### config.mk
export PLATFORM = sky130hd
export DESIGN_NAME = control_sequencer
export DESIGN_NICKNAME = d
export VERILOG_FILES = /design/src/rtl/control_sequencer_pkg.sv /design/src/rtl/control_decode.sv /design/src/rtl/control_sequencer.sv
export SDC_FILE = /design/constraint.sdc
export NUM_CORES = 1
export LEC_CHECK = 0
export ABC_AREA = 1
export CORE_MARGIN = 1.5
export CORE_UTILIZATION = 37
export DETAILED_ROUTE_END_ITERATION = 7
export PLACE_DENSITY_LB_ADDON = 0.3
export SLEW_MARGIN = 20
export SYNTH_ARGS = -nofsm -noshare
export SYNTH_HDL_FRONTEND = slang
export SYNTH_SLANG_ARGS = --single-unit
export TNS_END_PERCENT = 50
### constraint.sdc
create_clock -name clock -period 2.5 [get_ports clock]
set_input_delay 0.5 -clock clock [delete_from_list [all_inputs] [get_ports clock]]
set_output_delay 0.5 -clock clock [all_outputs]
set_load 0.1 [all_outputs]
### src/rtl/control_sequencer_pkg.sv
// Shared types for the control sequencer: states, op codes, op classes
// and the bundle of datapath control strobes.
package control_sequencer_pkg;

  typedef enum logic [3:0] {
    S_RST,
    S_T0,
    S_T1,
    S_T2,
    S_T3,
    S_T4,
    S_T5,
    S_T6,
    S_HALTED
  } state_t;

  localparam logic [4:0] OP_ADD  = 5'b00011;
  localparam logic [4:0] OP_SUB  = 5'b00100;
  localparam logic [4:0] OP_AND  = 5'b00101;
  localparam logic [4:0] OP_OR   = 5'b00110;
  localparam logic [4:0] OP_SHR  = 5'b00111;
  localparam logic [4:0] OP_SHL  = 5'b01001;
  localparam logic [4:0] OP_ROR  = 5'b01010;
  localparam logic [4:0] OP_ROL  = 5'b01011;
  localparam logic [4:0] OP_MUL  = 5'b01111;
  localparam logic [4:0] OP_DIV  = 5'b10000;
  localparam logic [4:0] OP_NEG  = 5'b10001;
  localparam logic [4:0] OP_NOT  = 5'b10010;
  localparam logic [4:0] OP_NOP  = 5'b11010;
  localparam logic [4:0] OP_HALT = 5'b11011;

  typedef enum logic [2:0] {
    C_ALU,
    C_MULDIV,
    C_UNARY,
    C_NOP,
    C_HALT,
    C_BAD
  } op_cls_t;

  typedef struct packed {
    logic       pc_out;
    logic       zhigh_out;
    logic       zlow_out;
    logic       mdr_out;
    logic       hi_out;
    logic       lo_out;
    logic       mar_in;
    logic       pc_in;
    logic       mdr_in;
    logic       ir_in;
    logic       y_in;
    logic       hi_in;
    logic       lo_in;
    logic       zhigh_in;
    logic       zlow_in;
    logic       inc_pc;
    logic       read;
    logic       gra;
    logic       grb;
    logic       grc;
    logic       r_in;
    logic       r_out;
    logic       run;
    logic       illegal;
    logic [4:0] opcode;
  } ctrl_t;

  function automatic op_cls_t op_class(input logic [4:0] op);
    op_cls_t c;
    c = C_BAD;
    case (op)
      OP_ADD, OP_SUB, OP_AND, OP_OR,
      OP_SHR, OP_SHL, OP_ROR, OP_ROL: c = C_ALU;
      OP_MUL, OP_DIV:                 c = C_MULDIV;
      OP_NEG, OP_NOT:                 c = C_UNARY;
      OP_NOP:                         c = C_NOP;
      OP_HALT:                        c = C_HALT;
      default:                        c = C_BAD;
    endcase
    return c;
  endfunction

endpackage

### src/rtl/control_decode.sv
// Moore output decode: maps present state and latched op to the
// datapath control strobes.
module control_decode
  import control_sequencer_pkg::*;
(
  input  state_t     state,
  input  logic [4:0] op,
  output ctrl_t      ctrl
);

  op_cls_t cls;

  always_comb begin
    ctrl = '0;
    cls  = op_class(op);
    unique case (state)
      S_T0: begin
        ctrl.run    = 1'b1;
        ctrl.pc_out = 1'b1;
        ctrl.mar_in = 1'b1;
        ctrl.inc_pc = 1'b1;
        ctrl.pc_in  = 1'b1;
      end
      S_T1: begin
        ctrl.run    = 1'b1;
        ctrl.read   = 1'b1;
        ctrl.mdr_in = 1'b1;
      end
      S_T2: begin
        ctrl.run     = 1'b1;
        ctrl.mdr_out = 1'b1;
        ctrl.ir_in   = 1'b1;
      end
      S_T3: begin
        ctrl.run = 1'b1;
        case (cls)
          C_ALU, C_MULDIV: begin
            ctrl.grb   = 1'b1;
            ctrl.r_out = 1'b1;
            ctrl.y_in  = 1'b1;
          end
          C_UNARY: begin
            ctrl.grb     = 1'b1;
            ctrl.r_out   = 1'b1;
            ctrl.zlow_in = 1'b1;
            ctrl.opcode  = op;
          end
          C_BAD:   ctrl.illegal = 1'b1;
          default: ;
        endcase
      end
      S_T4: begin
        ctrl.run = 1'b1;
        case (cls)
          C_ALU, C_MULDIV: begin
            ctrl.grc      = 1'b1;
            ctrl.r_out    = 1'b1;
            ctrl.zlow_in  = 1'b1;
            ctrl.zhigh_in = (cls == C_MULDIV);
            ctrl.opcode   = op;
          end
          C_UNARY: begin
            ctrl.zlow_out = 1'b1;
            ctrl.gra      = 1'b1;
            ctrl.r_in     = 1'b1;
          end
          default: ;
        endcase
      end
      S_T5: begin
        ctrl.run = 1'b1;
        case (cls)
          C_ALU: begin
            ctrl.zlow_out = 1'b1;
            ctrl.gra      = 1'b1;
            ctrl.r_in     = 1'b1;
          end
          C_MULDIV: begin
            ctrl.zlow_out = 1'b1;
            ctrl.lo_in    = 1'b1;
          end
          default: ;
        endcase
      end
      S_T6: begin
        ctrl.run       = 1'b1;
        ctrl.zhigh_out = 1'b1;
        ctrl.hi_in     = 1'b1;
      end
      default: ;
    endcase
  end

endmodule

### src/rtl/control_sequencer.sv
// Hardwired control sequencer FSM. Define CU_MEM_WAIT_EN to stretch
// T1 until mem_ready; otherwise T1 is a single cycle.
module control_sequencer
  import control_sequencer_pkg::*;
(
  input  logic        clock,
  input  logic        clear,
  input  logic [31:0] IR,
  input  logic        mem_ready,
  output logic        PCout,
  output logic        Zhighout,
  output logic        Zlowout,
  output logic        MDRout,
  output logic        HIout,
  output logic        LOout,
  output logic        MARin,
  output logic        PCin,
  output logic        MDRin,
  output logic        IRin,
  output logic        Yin,
  output logic        HIin,
  output logic        LOin,
  output logic        Zhighin,
  output logic        Zlowin,
  output logic        IncPC,
  output logic        Read,
  output logic        Gra,
  output logic        Grb,
  output logic        Grc,
  output logic        Rin,
  output logic        Rout,
  output logic [4:0]  opcode,
  output logic        run,
  output logic        illegal
);

  state_t     state;
  state_t     state_next;
  logic [4:0] op;
  op_cls_t    cls_ir;
  op_cls_t    cls_op;
  ctrl_t      ctrl;

`ifdef CU_MEM_WAIT_EN
  logic unused_ir;
  assign unused_ir = ^IR[26:0];
`else
  logic unused_in;
  assign unused_in = ^{IR[26:0], mem_ready};
`endif

  always_ff @(posedge clock or negedge clear) begin
    if (!clear) begin
      state <= S_RST;
      op    <= '0;
    end else begin
      state <= state_next;
      if (state == S_T2 && state_next == S_T3)
        op <= IR[31:27];
    end
  end

  // T2 branches on the live IR; later steps use the latched op
  always_comb begin
    state_next = state;
    cls_ir     = op_class(IR[31:27]);
    cls_op     = op_class(op);
    unique case (state)
      S_RST: state_next = S_T0;
      S_T0:  state_next = S_T1;
`ifdef CU_MEM_WAIT_EN
      S_T1:  if (mem_ready) state_next = S_T2;
`else
      S_T1:  state_next = S_T2;
`endif
      S_T2: begin
        case (cls_ir)
          C_NOP:   state_next = S_T0;
          C_HALT:  state_next = S_HALTED;
          default: state_next = S_T3;
        endcase
      end
      S_T3: state_next = (cls_op == C_BAD)    ? S_T0 : S_T4;
      S_T4: state_next = (cls_op == C_UNARY)  ? S_T0 : S_T5;
      S_T5: state_next = (cls_op == C_MULDIV) ? S_T6 : S_T0;
      S_T6: state_next = S_T0;
      S_HALTED: state_next = S_HALTED;
      default:  state_next = S_RST;
    endcase
  end

  control_decode u_decode (
    .state (state),
    .op    (op),
    .ctrl  (ctrl)
  );

  assign PCout    = ctrl.pc_out;
  assign Zhighout = ctrl.zhigh_out;
  assign Zlowout  = ctrl.zlow_out;
  assign MDRout   = ctrl.mdr_out;
  assign HIout    = ctrl.hi_out;
  assign LOout    = ctrl.lo_out;
  assign MARin    = ctrl.mar_in;
  assign PCin     = ctrl.pc_in;
  assign MDRin    = ctrl.mdr_in;
  assign IRin     = ctrl.ir_in;
  assign Yin      = ctrl.y_in;
  assign HIin     = ctrl.hi_in;
  assign LOin     = ctrl.lo_in;
  assign Zhighin  = ctrl.zhigh_in;
  assign Zlowin   = ctrl.zlow_in;
  assign IncPC    = ctrl.inc_pc;
  assign Read     = ctrl.read;
  assign Gra      = ctrl.gra;
  assign Grb      = ctrl.grb;
  assign Grc      = ctrl.grc;
  assign Rin      = ctrl.r_in;
  assign Rout     = ctrl.r_out;
  assign opcode   = ctrl.opcode;
  assign run      = ctrl.run;
  assign illegal  = ctrl.illegal;

endmodule

# Yosys cells after proc, flatten, opt, wreduce, memory -nomap -nowiden

Memory sizes are Yosys's and may differ from the RTL's.
Cells that the tools add are included.

Bits in registers: 9
ROM bits: 288
Input bits: 35
Output and inout port bits: 29
Word-level logic and storage cells: 60
Memories: 3

Eq/ne operators: 17
Mux-type cells: 31
Reduce and logical (&&, ||, !) cells: 7

Memories:

| name            | words | width | rd ports | clocked after Yosys merged registers in | wr ports | line                        | source |
|---|---|---|---|---|---|---|---|
| (no name shown) | 32    | 3     | 1        | 0                                       | 0        | control_sequencer_pkg.sv:72 | `case (op)` |
| (no name shown) | 32    | 3     | 1        | 0                                       | 0        | control_sequencer_pkg.sv:72 |  |
| (no name shown) | 32    | 3     | 1        | 0                                       | 0        | control_sequencer_pkg.sv:72 |  |

Operators with widths:

| kind                                                 | number |
|---|---|
| one-hot mux 4 bit (8 select lines)                   | 1 |
| equality test 4 x 3 -> 1 bit (second input constant) | 5 |
| two-way mux 1 bit                                    | 17 |
| two-way mux 5 bit                                    | 2 |
| one-hot mux 5 bit (2 select lines)                   | 1 |
| equality test 3 x 2 -> 1 bit (second input constant) | 3 |
| equality test 3 bit (second input constant)          | 3 |
| two-way mux 3 bit                                    | 3 |
| equality test 4 x 2 -> 1 bit (second input constant) | 2 |
| one-hot mux 1 bit (2 select lines)                   | 4 |
| one-hot mux 4 bit (2 select lines)                   | 1 |
| OR reduction 7 bit                                   | 1 |
| equality test 3 x 1 -> 1 bit (second input constant) | 2 |
| equality test 4 x 1 -> 1 bit (second input constant) | 1 |
| equality test 4 bit (second input constant)          | 1 |
| zero test 4 bit                                      | 1 |
| two-way mux 2 bit                                    | 2 |
| OR reduction 2 bit                                   | 2 |
| zero test 3 bit                                      | 1 |
| OR reduction 3 bit                                   | 1 |
| logical AND 1 bit                                    | 1 |

# Logic depth before layout (Yosys ltp)

An unclocked memory read counts as a cell.

Word-level depth: 6
Depth in mapped cells: 13
Mapped depth without buffers: 13

# Modules after synthesis

Synthesis repeated with hierarchy kept, for this count alone.

Cell total of the unflattened synthesis: 217
Area total of the unflattened synthesis: 1,398.8 um^2

By module, submodules not included:

| module            | instances | cells each | area each (um^2) | seq. area each (um^2) |
|---|---|---|---|---|
| control_sequencer | 1         | 125        | 837.1            | 225.2 |
| control_decode    | 1         | 92         | 561.8            | 0.0 |

# Least setup slack after synthesis

Ideal clock, no wire load.

Path kind: reg-to-output
Start: reg op[0]
End: out opcode[2]
Arrival time: 3,241 ps
Required time: 2,000 ps
Path slack: -1,241 ps
Cell stages (with the launch flop): 10
Path buffers: 0
Path through: dfrtp_1 inv_1 ha_1 nand2_1 nand2_1 nand2_2 nor2_4 nor2_4 inv_1 nor3_1

Word-level cells in the longest chain between the ends: 5
Elaborated cells between the ends (all ways): 8
Classes of those cells: 2 x eq/ne; 3 x mux; 2 x reduce/logical; 1 x memory

Ends and longest elaborated chain:

| item                                                            | line                    | source |
|---|---|---|
| start, declared                                                 | control_sequencer.sv:39 | `logic [4:0] op;` |
| start signal, assigned                                          | control_sequencer.sv:59 | `op <= IR[31:27];` |
| memory (32 x 3 bit) *                                           | n/a                     |  |
| equality test 3 x 1 -> 1 bit or zero test 3 bit (tied branches) | control_decode.sv:54    | `case (cls)` |
| OR reduction 2 bit (no line)                                    | n/a                     |  |
| two-way mux 5 bit                                               | control_decode.sv:54    |  |
| one-hot mux 5 bit (2 select lines) *                            | control_decode.sv:16    | `unique case (state)` |
| end, declared                                                   | control_sequencer.sv:32 | `output logic [4:0] opcode,` |

Every way passes the cells marked *; elsewhere a longest branch is shown, timed or not.

# Final worst setup path

Start: reg op[0]
End: out opcode[0]

Word-level cells in the longest chain between the ends: 5
Elaborated cells between the ends (all ways): 8
Classes of those cells: 2 x eq/ne; 3 x mux; 2 x reduce/logical; 1 x memory

Ends and longest elaborated chain:

| item                                                            | line |
|---|---|
| memory (32 x 3 bit)                                             | n/a |
| equality test 3 x 1 -> 1 bit or zero test 3 bit (tied branches) | control_decode.sv:54 |
| OR reduction 2 bit (no line)                                    | n/a |
| two-way mux 5 bit                                               | control_decode.sv:54 |
| one-hot mux 5 bit (2 select lines) *                            | control_decode.sv:16 |

Marked as above.

==> impl_metrics.yaml <==
clock_tree:
  cts_sinks: 9
  path_clk_slew_ns: 0.05
  clockRootBuffer: "clkbuf_4"
  clk-insertion-delay-late_ns: 0.26
  cts_tree: "done"
  htree_levels: 1
  numCtsBuffers: 3
  cts_buffer_depth: 2
global_routing:
  grt_overflow: 0
  grt_use_total: 0.1820
  grt_pass1_wl_mm: 4.602
  grt_pass1_vias: 1140
  grt_max_degree: 10
  antenna_found_initial: 0
drt:
  drt_wl_total_mm: 3.046
  drt-vias-per-instance: 4.959
  firstDrtPassIters: 4
  remaining_drc_errors: 0
  drtAntennaViolNets: 0
  vias: 1210
  drt_iter0_markers: 15
  drt-wirelength-per-cell_um: 12.48
setup_path:
  crit_chain: "inv_4 -> ha_4 -> nand2_2 -> nand2_2 -> nand2_2 -> nor2_4 -> inv_2 -> nor2_4 -> nand2_4 -> inv_6 -> nand3_2 -> nand2_2 -> buf_12"
  crit_family: "simple AND/OR/NAND/NOR gates"
  worstSetupPathDepth: 13
  required_ns: 2.00
  critPathKind: "register to output pin"
  worst-path-buf-inv: 4
  crit_path_max_fanout: 5
  r2r_cells: 13
  worstPathArrival_ns: 2.10
  cp_slowest_stage_delay_ns: 0.42
  cpMostUsedCell: "nand2_2"
  cp-end-kind: "output pin"
  critPathSlowestCell: "dfrtp_2"
  crit_path_start_kind: "register"
cells_and_area:
  finalNetCount: 257
  final_util: 0.6815
  area_delta_synth_final_pct: 74.97
  final_area_um2: 1863
  diodes: 0
  fin_cells: 244
  drive_gt1_frac: 0.4695
synth:
  synth.distinct_cells: 22
  synth_area_um2: 1065
  yosys.area_share.xor_xnor: 0
  synth_top_family_by_area: "simple AND/OR/NAND/NOR gates"
  synth_compound_area_frac: 0.04230
  yosys_register_bits: 9
  synth_area_per_cell_um2: 6.155
  synth_cells: 173
  synth_fa_ha_area_frac: 0.09401
  synth_simple_gate_area_frac: 0.4841
  muxShareOfSynthArea: 0
  seq_area_frac_synth: 0.2115
  yosysWarnings: 0
timing:
  setup_viol: 12
  timing.hold.ws_ns: 0.5220
  finalWorstSetupSlack_ns: -0.09687
  slew_violations: 0
  finalHoldViolCount: 0
  period_needed_ns: 2.597
  rsz0062_at_grt: "true"
  fin_crit_sh: 1.039
  fin_skew_ns: 0.0008764
  max_freq_ghz: 0.3851
floorplan:
  fp.dieArea_um2: 3209
  io_pins: 64
  die_w_um: 56.65
  coreArea_um2: 2734
  fp-row-count: 19
  dieHeight_um: 56.65
  initial_utilization: 0.3895
placement:
  placed_cell_area_um2: 1608
  placed_cells: 230
  hpwl_mm: 2.284
  gp_congestion: 0.7851
  port_buffers: 33
worst_hold_path:
  hold_path_class: "input port to async pin"
job:
  cap_violations: 0
status:
  violations: "negative setup slack"
  status: "complete, but fails checks"
-- sequential cells by signal, summed over array words and instances (netlist names) --
register  flops
state         4
op            5
-- layout make-up --
type,count,area (um2)
Fill cell,217,870.8
Sequential cell,9,227.7
Tap cell,31,38.79
Multi-Input combinational cell,128,848.3
Inverter,28,115.1
Clock buffer,4,26.28
Timing Repair Buffer,44,606.8
-- metal layers --
metal	routed length [um]	up-vias	GRT usage	share of wire
li1	-	605	-	-
met1	1126	562	0.1710	0.37
met2	1734	35	0.3654	0.57
met4	73	0	0.09864	0.024
met3	111	8	0.02535	0.036
met5	0	-	0	0
-- Yosys cell counts --
cell	instances	area (um2)
nand2_2	4	25.02
nor2_2	4	25.02
nand3_2	1	10.01
nand4_1	2	12.51
inv_2	4	15.01
buf_4	9	67.56
inv_1	23	86.33
a21oi_2	1	8.760
ha_1	8	100.1
o211ai_1	1	7.510
nand2_1	55	206.5
a21oi_1	2	10.01
conb_1	1	3.750
nand2_4	2	22.52
nor2_4	3	33.78
o21ai_2	1	8.760
dfrtp_1	9	225.2
nor2_1	16	60.06
nand3_1	19	95.09
o21ai_0	2	10.01
inv_4	1	6.260
nor3_1	5	25.02
-- worst paths after layout --
kind	startpoint	to	slack [ns]
min reg2reg	op[1]	op[1]	0.57
min	clear	state[0]	0.52
max in group asynchronous	clear	op[1]	1.69
max reg2reg	op[0]	state[0]	0.72
min in group clock	op[1]	op[1]	0.57
max	op[0]	opcode[0]	-0.1
-- stage by stage --
step           setup WS (ns)  setup TNS, ns
2_1_floorplan        -0.3919         -1.234
3_3_place_gp          0.1767              0
3_5_place_dp         0.07095              0
4_1_cts             -0.05848        -0.4465
5_1_grt              -0.1739         -1.829
6_report            -0.09687        -0.6160
-- timing repair --
item | CTS | global route
buffers inserted | 5 | 5
resized for setup | 16 | 31
pin swaps | 7 | 10
hold buffers | 0 | 0
setup endpoints to repair | 16 | 16
-- layout by cell type, fill, tap and decap left out, types with 3 or more instances in the layout --
| cell | count |
|---|---|
| buf_12 | 20 |
| buf_4 | 15 |
| buf_6 | 3 |
| clkbuf_4 | 3 |
| clkdlybuf4s50_1 | 6 |
| dfrtp_1 | 7 |
| ha_1 | 6 |
| inv_1 | 19 |
| inv_2 | 6 |
| nand2_1 | 39 |
| nand2_2 | 15 |
| nand2_4 | 7 |
| nand3_1 | 15 |
| nand3_2 | 5 |
| nor2_1 | 11 |
| nor2_2 | 6 |
| nor2_4 | 6 |
| nor3_4 | 3 |
-- worst register-to-register path: cells and delay by family (launching register included) --
| family | cells | cell delay (ns) |
|---|---|---|
| DFF | 1 | 0.42 |
| and+or+nand+nor | 8 | 0.63 |
| buffers and inverters | 4 | 0.40 |
| adders and majority gates | 1 | 0.27 |
-- cells by family (layout without fill, tap and decap cells) --
| kind of cell | after synthesis | in the layout |
|---|---|---|
| AO/OA/AOI/OAI | 7 | 7 |
| AND/OR/NAND/NOR | 111 | 111 |
| other | 1 | 2 |
| buffers and inverters | 37 | 76 |
| adder cells (fa/ha/maj) | 8 | 8 |
| flip-flops | 9 | 9 |
Power is not shown: default switching activity piles up to over one toggle a cycle in this logic, so the estimate is an artifact.
==> variant (config.mk and constraints unchanged) <==
The option `CU_MEM_WAIT_EN` is turned on by a define.
--- a/src/rtl/control_sequencer.sv
+++ b/src/rtl/control_sequencer.sv
@@ -2,2 +2,4 @@
 // T1 until mem_ready; otherwise T1 is a single cycle.
+`define CU_MEM_WAIT_EN
+
 module control_sequencer
Formal check against the unedited RTL: not equivalent (Yosys sat finds a counterexample within 4 cycles, from zero or initial values).
==> variant against the original RTL <==
The flow still finishes with violations (negative setup slack). Count of clock-buffer cells in the layout unchanged. Via count down 3.4%. Area after synthesis down 7.1%. Wire length down 7.5%. Sequential cell count unchanged. Worst setup slack worse by 0.062 ns. Design area down 1.9%. Highest routed layer unchanged.
Power is not shown: default switching activity piles up to over one toggle a cycle in this logic, so the estimate is an artifact.
==> variant: results <==
export IMPL_crit_path_max_fanout=8
export IMPL_design_final_nets=256
export IMPL_routabilityCongestion=0.827
export IMPL_synth_common_cells="nand2_1 (53), inv_1 (26), nor2_1 (19)"
export IMPL_setup_tns_ns=-1.75
export IMPL_cts_resized=10
export IMPL_reg_top3="op x5, state x4"
export IMPL_clk_pin_slew_worst_paths_ns=0.05
export IMPL_grt_use_total_pct=19.5
export IMPL_htree_num_levels=1
export IMPL_synth_cell_types=17
export IMPL_drive_gt1_share_pct=39.2
export IMPL_r2r_cells=13
export IMPL_via_per_inst=4.83
export IMPL_grt_pass1_vias=1107
export IMPL_dpl_hpwl_mm=2.04
export IMPL_cp_arrival_ns=2.16
export IMPL_antenna_found_initial=0
export IMPL_status="finished, violations left"
export IMPL_synth_warnings=0
export IMPL_setup_viol=15
export IMPL_dp_slack_ns=0.0269
export IMPL_grt_overflow_total=0
export IMPL_async_flop_share_pct=100
export IMPL_placedCellCount=225
export IMPL_vias=1169
export IMPL_seq_area_frac_synth_pct=22.8
export IMPL_worst_slack_ns=-0.159
export IMPL_grt_first_pass_wirelength_mm=4.29
export IMPL_placed_area_um2=1600
export IMPL_clockBufferDepth=2
export IMPL_portBuffers=34
export IMPL_num_fill_cells=191
export IMPL_violations="negative setup slack"
export IMPL_fin_skew_ns=0.00100
export IMPL_post_drt_wl_per_cell_um=11.6
export IMPL_drt_iter0_drc=19
export IMPL_top_register="op"
export IMPL_post_cts_setup_buffers=5
export IMPL_hp_class="input port to asynchronous set/reset pin"
export IMPL_netlist_instances=167
export IMPL_cts_root_buf="clkbuf_4"
export IMPL_synthTopCellsByArea="dfrtp_1 (23%), nand2_1 (20%), ha_1 (10%)"
## variant: cell count changes in the layout (fill, tap and decap cells not counted), moves of 3 or more
cell and delta:
nand3_2 -4, a21oi_4 +6, nand3_1 -4, nand2_1 +5, nand2_2 -8, nor2_1 +5
inv_1 +3, nor2_4 -3, buf_4 +6
## variant: kinds of logic after synthesis
kind of cell	count (synthesis)	synth area share, %
AOI/OAI and AO/OA	12	6.07
buffers and inverters	36	17.1
DFF	9	22.8
adders and majority gates	8	10.1
and+or+nand+nor	101	43.6
other	1	0.379
## variant: final cells by class
cell class / instances / area [µm²] / share of cell area (%)
well taps: 30 / 37.5 / 2.05
repair buffers: 49 / 639 / 35.0
flip-flops and latches: 9 / 226 / 12.4
clock buffers: 4 / 26.3 / 1.44
multi-input cells: 123 / 796 / 43.6
inverters: 27 / 101 / 5.55
## variant: per-layer routing
| metal | vias to the layer above | part of all wire (%) | GRT usage [%] | wire (µm) |
|---|---|---|---|---|
| met1 | 526 | 39 | 20.2 | 1090 |
| li1 | 596 | - | - | - |
| met4 | 0 | 2.1 | 9.58 | 59 |
| met3 | 7 | 3.7 | 1.64 | 105 |
| met2 | 40 | 55 | 38.1 | 1560 |
| met5 | - | 0 | 0 | 0 |
## variant: worst paths after layout
kind                       start         to  slack, ns
max                        op[0]  opcode[0]      -0.16
min                        clear      op[2]       0.52
max reg2reg                op[0]   state[1]       0.67
min reg2reg                op[1]      op[1]       0.56
max in group asynchronous  clear      op[1]       1.69
min in group clock         op[1]      op[1]       0.56
## variant: worst max-delay path, cell delays in order (launching register included)
cell and delay, ns:
dfrtp_1 0.40, inv_2 0.08, ha_4 0.27, nand2_2 0.06
nand2_2 0.08, nand2_2 0.07, nor2_4 0.12, nand3_2 0.11
nor2_4 0.16, nand2_4 0.15, a21oi_4 0.21, buf_12 0.19
